<file path="src/rtl/dac_sample_pattern_gen_pkg.sv">
// Shared types for the DAC sample pattern generator: pattern modes, FSM states
// and the per-sample pattern function.
package dac_sample_pattern_gen_pkg;

   typedef enum logic [1:0] {
      MODE_INTERLEAVED_INC = 2'd0,
      MODE_CHANNEL_RAMP    = 2'd1,
      MODE_CONSTANT        = 2'd2,
      MODE_TOGGLE          = 2'd3
   } mode_e;

   typedef enum logic [1:0] {
      ST_IDLE = 2'd0,
      ST_RUN  = 2'd1,
      ST_DONE = 2'd2
   } state_e;

   localparam int unsigned BEAT_CNT_WIDTH = 16;

   // Computed at 32 bits; callers keep the low SAMPLE_WIDTH bits, which gives
   // modulo-2^SAMPLE_WIDTH wrap for free.
   function automatic logic [31:0] pattern_sample(
      input mode_e       m,
      input logic [31:0] base,
      input logic [31:0] start,
      input logic        odd_beat,
      input logic [31:0] inc_off,
      input logic [31:0] ramp_off
   );
      logic [31:0] result;
      result = start;
      unique case (m)
         MODE_INTERLEAVED_INC: result = base + inc_off;
         MODE_CHANNEL_RAMP:    result = base + ramp_off;
         MODE_CONSTANT:        result = start;
         MODE_TOGGLE:          result = odd_beat ? ~start : start;
         default:              result = start;
      endcase
      return result;
   endfunction

endpackage

</file>
<file path="src/rtl/dac_sample_pattern_gen.sv">
// Multi-channel DAC test-pattern source: emits beats of NUM_CHANNELS x
// SAMPLES_PER_CHANNEL samples under valid/ready, continuous or in finite bursts.
module dac_sample_pattern_gen
   import dac_sample_pattern_gen_pkg::*;
#(
   parameter int unsigned NUM_CHANNELS        = 8,
   parameter int unsigned SAMPLES_PER_CHANNEL = 2,
   parameter int unsigned SAMPLE_WIDTH        = 16
) (
   input  logic                                                  clk,
   input  logic                                                  rst,
   input  logic                                                  run,
   input  logic [1:0]                                            mode,
   input  logic [SAMPLE_WIDTH-1:0]                               start_value,
   input  logic [15:0]                                           burst_len,
   input  logic [NUM_CHANNELS-1:0]                               enable,
   input  logic                                                  out_ready,
   output logic                                                  out_valid,
   output logic [NUM_CHANNELS*SAMPLES_PER_CHANNEL*SAMPLE_WIDTH-1:0] out_data,
   output logic                                                  active,
   output logic                                                  burst_done
);

   localparam logic [SAMPLE_WIDTH-1:0] INC_STEP  = SAMPLE_WIDTH'(NUM_CHANNELS*SAMPLES_PER_CHANNEL);
   localparam logic [SAMPLE_WIDTH-1:0] RAMP_STEP = SAMPLE_WIDTH'(SAMPLES_PER_CHANNEL);

   state_e                      state_q, state_d;
   mode_e                       mode_q;
   logic [SAMPLE_WIDTH-1:0]     start_q;
   logic [SAMPLE_WIDTH-1:0]     base_q;
   logic [SAMPLE_WIDTH-1:0]     base_step;
   logic [BEAT_CNT_WIDTH-1:0]   burst_len_q;
   logic [BEAT_CNT_WIDTH-1:0]   beat_cnt_q;
   logic                        capture;
   logic                        transfer;
   logic                        last_beat;

   assign transfer  = out_valid && out_ready;
   assign last_beat = (burst_len_q != '0) && ((beat_cnt_q + 16'd1) == burst_len_q);

   // NOTE: every output of this block is given a default first so no path
   // leaves a variable unassigned, which would otherwise infer a latch.
   always_comb begin
      state_d    = state_q;
      capture    = 1'b0;
      out_valid  = 1'b0;
      active     = 1'b0;
      burst_done = 1'b0;
      unique case (state_q)
         ST_IDLE: begin
            if (run) begin
               state_d = ST_RUN;
               capture = 1'b1;
            end
         end
         ST_RUN: begin
            out_valid = 1'b1;
            active    = 1'b1;
            if (transfer) begin
               if (last_beat) begin
                  state_d    = ST_DONE;
                  burst_done = 1'b1;
               end else if (!run) begin
                  state_d = ST_IDLE;
               end
            end
         end
         ST_DONE: begin
            if (!run) state_d = ST_IDLE;
         end
         default: state_d = ST_IDLE;
      endcase
   end

   // NOTE: sequential state uses non-blocking assignments so every register
   // samples pre-edge values regardless of statement order.
   always_ff @(posedge clk or posedge rst) begin
      if (rst) state_q <= ST_IDLE;
      else     state_q <= state_d;
   end

   always_comb begin
      base_step = '0;
      unique case (mode_q)
         MODE_INTERLEAVED_INC: base_step = INC_STEP;
         MODE_CHANNEL_RAMP:    base_step = RAMP_STEP;
         default:              base_step = '0;
      endcase
   end

   // Configuration is frozen at RUN entry; later input changes are ignored.
   always_ff @(posedge clk or posedge rst) begin
      if (rst) begin
         mode_q      <= MODE_INTERLEAVED_INC;
         start_q     <= '0;
         burst_len_q <= '0;
         base_q      <= '0;
         beat_cnt_q  <= '0;
      end else if (capture) begin
         mode_q      <= mode_e'(mode);
         start_q     <= start_value;
         burst_len_q <= burst_len;
         base_q      <= start_value;
         beat_cnt_q  <= '0;
      end else if (transfer) begin
         base_q     <= base_q + base_step;
         beat_cnt_q <= beat_cnt_q + 16'd1;
      end
   end

   // Data is a pure function of registered beat state, so it cannot move
   // while a beat is stalled; only enable is applied live.
   for (genvar i = 0; i < NUM_CHANNELS; i++) begin : g_ch
      for (genvar j = 0; j < SAMPLES_PER_CHANNEL; j++) begin : g_slot
         localparam logic [31:0] INC_OFF  = 32'(NUM_CHANNELS*j + i);
         localparam logic [31:0] RAMP_OFF = 32'(j);
         logic [SAMPLE_WIDTH-1:0] sample;

         assign sample = SAMPLE_WIDTH'(pattern_sample(mode_q, 32'(base_q), 32'(start_q),
                                                      beat_cnt_q[0], INC_OFF, RAMP_OFF));
         assign out_data[SAMPLE_WIDTH*(SAMPLES_PER_CHANNEL*i+j) +: SAMPLE_WIDTH] =
            (out_valid && enable[i]) ? sample : '0;
      end
   end

endmodule

</file>
<file path="config.mk">
export PLATFORM = sky130hd
export DESIGN_NAME = dac_sample_pattern_gen
export DESIGN_NICKNAME = d
export VERILOG_FILES = /design/src/rtl/dac_sample_pattern_gen_pkg.sv /design/src/rtl/dac_sample_pattern_gen.sv
export SDC_FILE = /design/constraint.sdc
export NUM_CORES = 1
export LEC_CHECK = 0
export BUFFER_PORTS_ARGS = -buffer_cell sky130_fd_sc_hd__buf_4
export CAP_MARGIN = 15
export CORE_MARGIN = 10
export CORE_UTILIZATION = 30
export DETAILED_ROUTE_END_ITERATION = 12
export GPL_ROUTABILITY_DRIVEN = 0
export MAX_ROUTING_LAYER = met4
export PLACE_DENSITY_LB_ADDON = 0.15
export SLEW_MARGIN = 20
export SYNTH_ARGS = -nofsm -noshare
export SYNTH_HDL_FRONTEND = slang
export SYNTH_SLANG_ARGS = --single-unit
</file>
<file path="constraint.sdc">
create_clock -name clk -period 2.9 [get_ports clk]
set_clock_uncertainty 0.15 [all_clocks]
set_input_delay 0.58 -clock clk [delete_from_list [all_inputs] [get_ports clk]]
set_output_delay 0.58 -clock clk [all_outputs]
set_load 0.02 [all_outputs]
</file>
==> results.md <==
- H-tree Lvls: 3
- Non-Filler Instances: 2,217
- WL final: 54,000 µm
- Post-Synthesis Cells: 1,329
- Die W: 195 µm
- Status: complete, but fails checks
- Fin worst setup slack: -0.300 ns
- # rows: 64
- Syn Area/Cell: 6.92 µm²
- Worst Hold Class: primary input to asynchronous set/reset pin
- FMAX: 0.312 GHz
- PD cells: 649 mW/mm²
- Die Area: 0.0381 mm²
- Largest net degree at the start of global routing: 69
- DRT met1 WL: 22,000 µm
- Worst EP arrival: 2.47 ns
- Fin. Hold Viols: 0
- Drt first-iter violations: 1,259
- Clock latency on the worst-skew pair: 0.34 ns
- Post-layout total power: 12.0 mW
- Slew margin rel.: 33.5%
- Port bufs: 304
- Inst Count DP: 2,093
- TritonCTS Buffers: 9
- DP HPWL: 37,900 µm
- I/O pin count: 305
- Max Cap Viol: 0
- Crit-path cells: buf_6 -> ha_4 -> inv_4 -> nor3_4 -> nand2_2 -> xor2_2 -> a22o_4 -> buf_12 -> a211oi_2 -> buf_4
- RSZ-0062 raised after global routing: yes
- Area Overhead vs Synth: 101%
- GRT Util Overall: 26.3%
- Worst hold margin: 0.171 ns
- YS warnings: 0
- DRC: 0
- Met2 WL: 25,200 µm
- Metal3 WL: 4470 µm
- Failing checks: negative setup slack
- CTS Hold Bufs: 0
- Type of the worst setup path: register to output port
- Post-synthesis sequential area ratio: 18.5%
- Crit path largest cell delay: 0.46 ns
- Worst R2R Start: beat_cnt_q[6]
- WL/cell: 24.4 µm
- Crit-path slowest cell: dfrtp_2
- Starting Density: 30.2%
- Top sig layer: met4
- Post-route antenna net violation count: 0
- Share of cells above drive strength 1: 62.3%
- Crit Path Max Fanout: 5
- Netlist cell types: 59
- Final setup fails: 185
- Clk sinks: 68
- CP Data Required Time: 2.17 ns
- Synthesized area: 0.00920 mm²
- Fin nets: 1,877
- Yosys reg bits: 68
- Vias in the first global route: 12,462
- First-pass GRT wire length: 77,700 µm
- Levels on crit path: 10
- Maximum clock path buffer count: 2
- CP endpoint kind: output port
- Worst path bufs/invs: 4
- CP delay by family, top: buffers and inverters
- CTS tree: built
- Via/cell ratio: 5.72
- R2r setup slk: 0.20 ns
- Final Critical Period: 3.20 ns
- Post-Syn Nets: 1,392
- Capturing point of the worst reg2reg path: state_q[0]
- R2R depth: 6
- Critical Path Source: base_q[2]
- Asr flop ratio synth: 100%
- Startpoint Class: register
- VDD IR max: 0.364 mV
- Vias: 12,690
- Pleak: 7.25 nW
- GRT Residual Overflow: 0
- Finished Core Util: 60.9%
- Final setup TNS: -21.42 ns
- Post-synth EDFFs: 0
- Tcrit/Tclk final: 110%
- Root buffer cell: clkbuf_16
- Floorplan Core Area: 0.0304 mm²
- Die height: 195 µm
- Ys flop type: dfrtp_1
- Initial antenna violation count: 3
- Tightest Pin Transition: 0.994 ns
- DRT Pass-1 Iters: 5
- Max Transition Viols Final: 0
- Worst-path clk slew: 0.06 ns
==> layout by cell type, fill, tap and decap left out, types with 18 or more instances in the layout <==
cell type and n:
buf_12 24, dfrtp_2 18, o21ai_0 47, nor2_4 42
xnor2_2 30, dfrtp_1 50, buf_6 150, nand2_2 24
o21ai_1 18, a211oi_2 142, a211oi_4 39, nand2_1 164
nor2_2 22, xnor2_1 95, xor2_1 77, buf_4 417
nor2_1 104
==> layer usage <==
layer	vias up	GRT usage [%]
met5	-	-
met2	712	40.9
met4	0	9.39
met1	6219	33.2
li1	5600	-
met3	159	5.41
==> timing repair <==
action	4_1_cts	5_1_grt
resized for setup	362	357
cloned	3	1
pin swaps	126	177
setup endpoints to repair	214	226
setup buffers	61	58
==> sequential cells by signal, summed over array words and instances (netlist names) <==
signal and cells:
state_q 2, beat_cnt_q 16, base_q 16, burst_len_q 16, mode_q 2, start_q 16
==> worst register-to-register path, cell delays in order, from the launching register on <==
cell and delay, ns:
dfrtp_2 0.47, and3_2 0.27, a311oi_2 0.23, a41oi_1 0.08
or4b_4 0.54, or4b_1 0.55, o31a_1 0.29
==> cell type report <==
cell class,instances,area (µm²)
Multi-Input combinational cell,1114,10300
Tap cell,396,495
Sequential cell,68,1720
Inverter,15,78.8
Timing Repair Buffer,606,5620
Clock inverter,2,35.0
Antenna cell,3,7.51
Fill cell,2499,11900
Clock buffer,13,250
==> stage by stage <==
stage / area [µm²] / setup WS, ns
2_1_floorplan: 10000 / -0.151
3_3_place_gp: 14000 / -0.0146
3_5_place_dp: 14000 / -0.0686
4_1_cts: 16300 / -0.222
5_1_grt: 18500 / -0.356
6_report: 18500 / -0.300
==> cell usage after synthesis, types with 3 or more instances <==
library cell,n,share of area [%]
o211ai_1,7,0.57
a31oi_1,9,0.61
and2_1,6,0.41
nand2_1,202,8.2
nor4_1,8,0.54
a211oi_1,188,15
or2_2,3,0.20
xnor2_1,126,12
or3_1,9,0.61
dfrtp_1,68,18
a21oi_1,38,2.1
o31ai_1,4,0.33
nor2b_1,4,0.27
buf_1,26,1.1
nor2_1,166,6.8
inv_1,14,0.57
o21ai_1,26,1.4
clkbuf_1,100,4.1
a22o_1,10,0.95
and3_1,8,0.54
a21o_1,5,0.41
o21ai_0,57,3.1
xor2_1,103,9.8
nor3_1,36,2.0
o22ai_1,4,0.27
buf_6,5,0.61
nand3_1,20,1.1
nand4_1,15,1.0
a311oi_1,5,0.48
ha_1,17,2.3
==> report_power, final <==
| group | switching [mW] | total [mW] | leakage (nW) | internal (mW) |
|---|---|---|---|---|
| sequential | 0.269 | 1.38 | 0.841 | 1.11 |
| clock | 0.418 | 1.10 | 0.140 | 0.684 |
| combinational | 5.53 | 9.54 | 6.27 | 4.01 |
==> kinds of logic (layout without fill, tap and decap cells) <==
group | count (synthesis) | in the layout | share of synthesized area [%]
buffers and inverters | 148 | 636 | 6.53
and+or+nand+nor | 501 | 502 | 24.0
AOI/OAI and AO/OA | 365 | 365 | 26.8
muxes | 1 | 1 | 0.122
other | 0 | 3 | 0
adders and majority gates | 17 | 17 | 2.31
DFF | 68 | 68 | 18.5
xor gates and xnor gates | 229 | 229 | 21.8
==> worst max-delay path by stage <==
stage / endpoint
after floorplan: out_data[119]
after global placement: burst_done
after detailed placement: out_data[248]
after CTS: burst_done
after global routing: out_data[218]
final: out_data[218]
(Power assumes the default switching activity.)
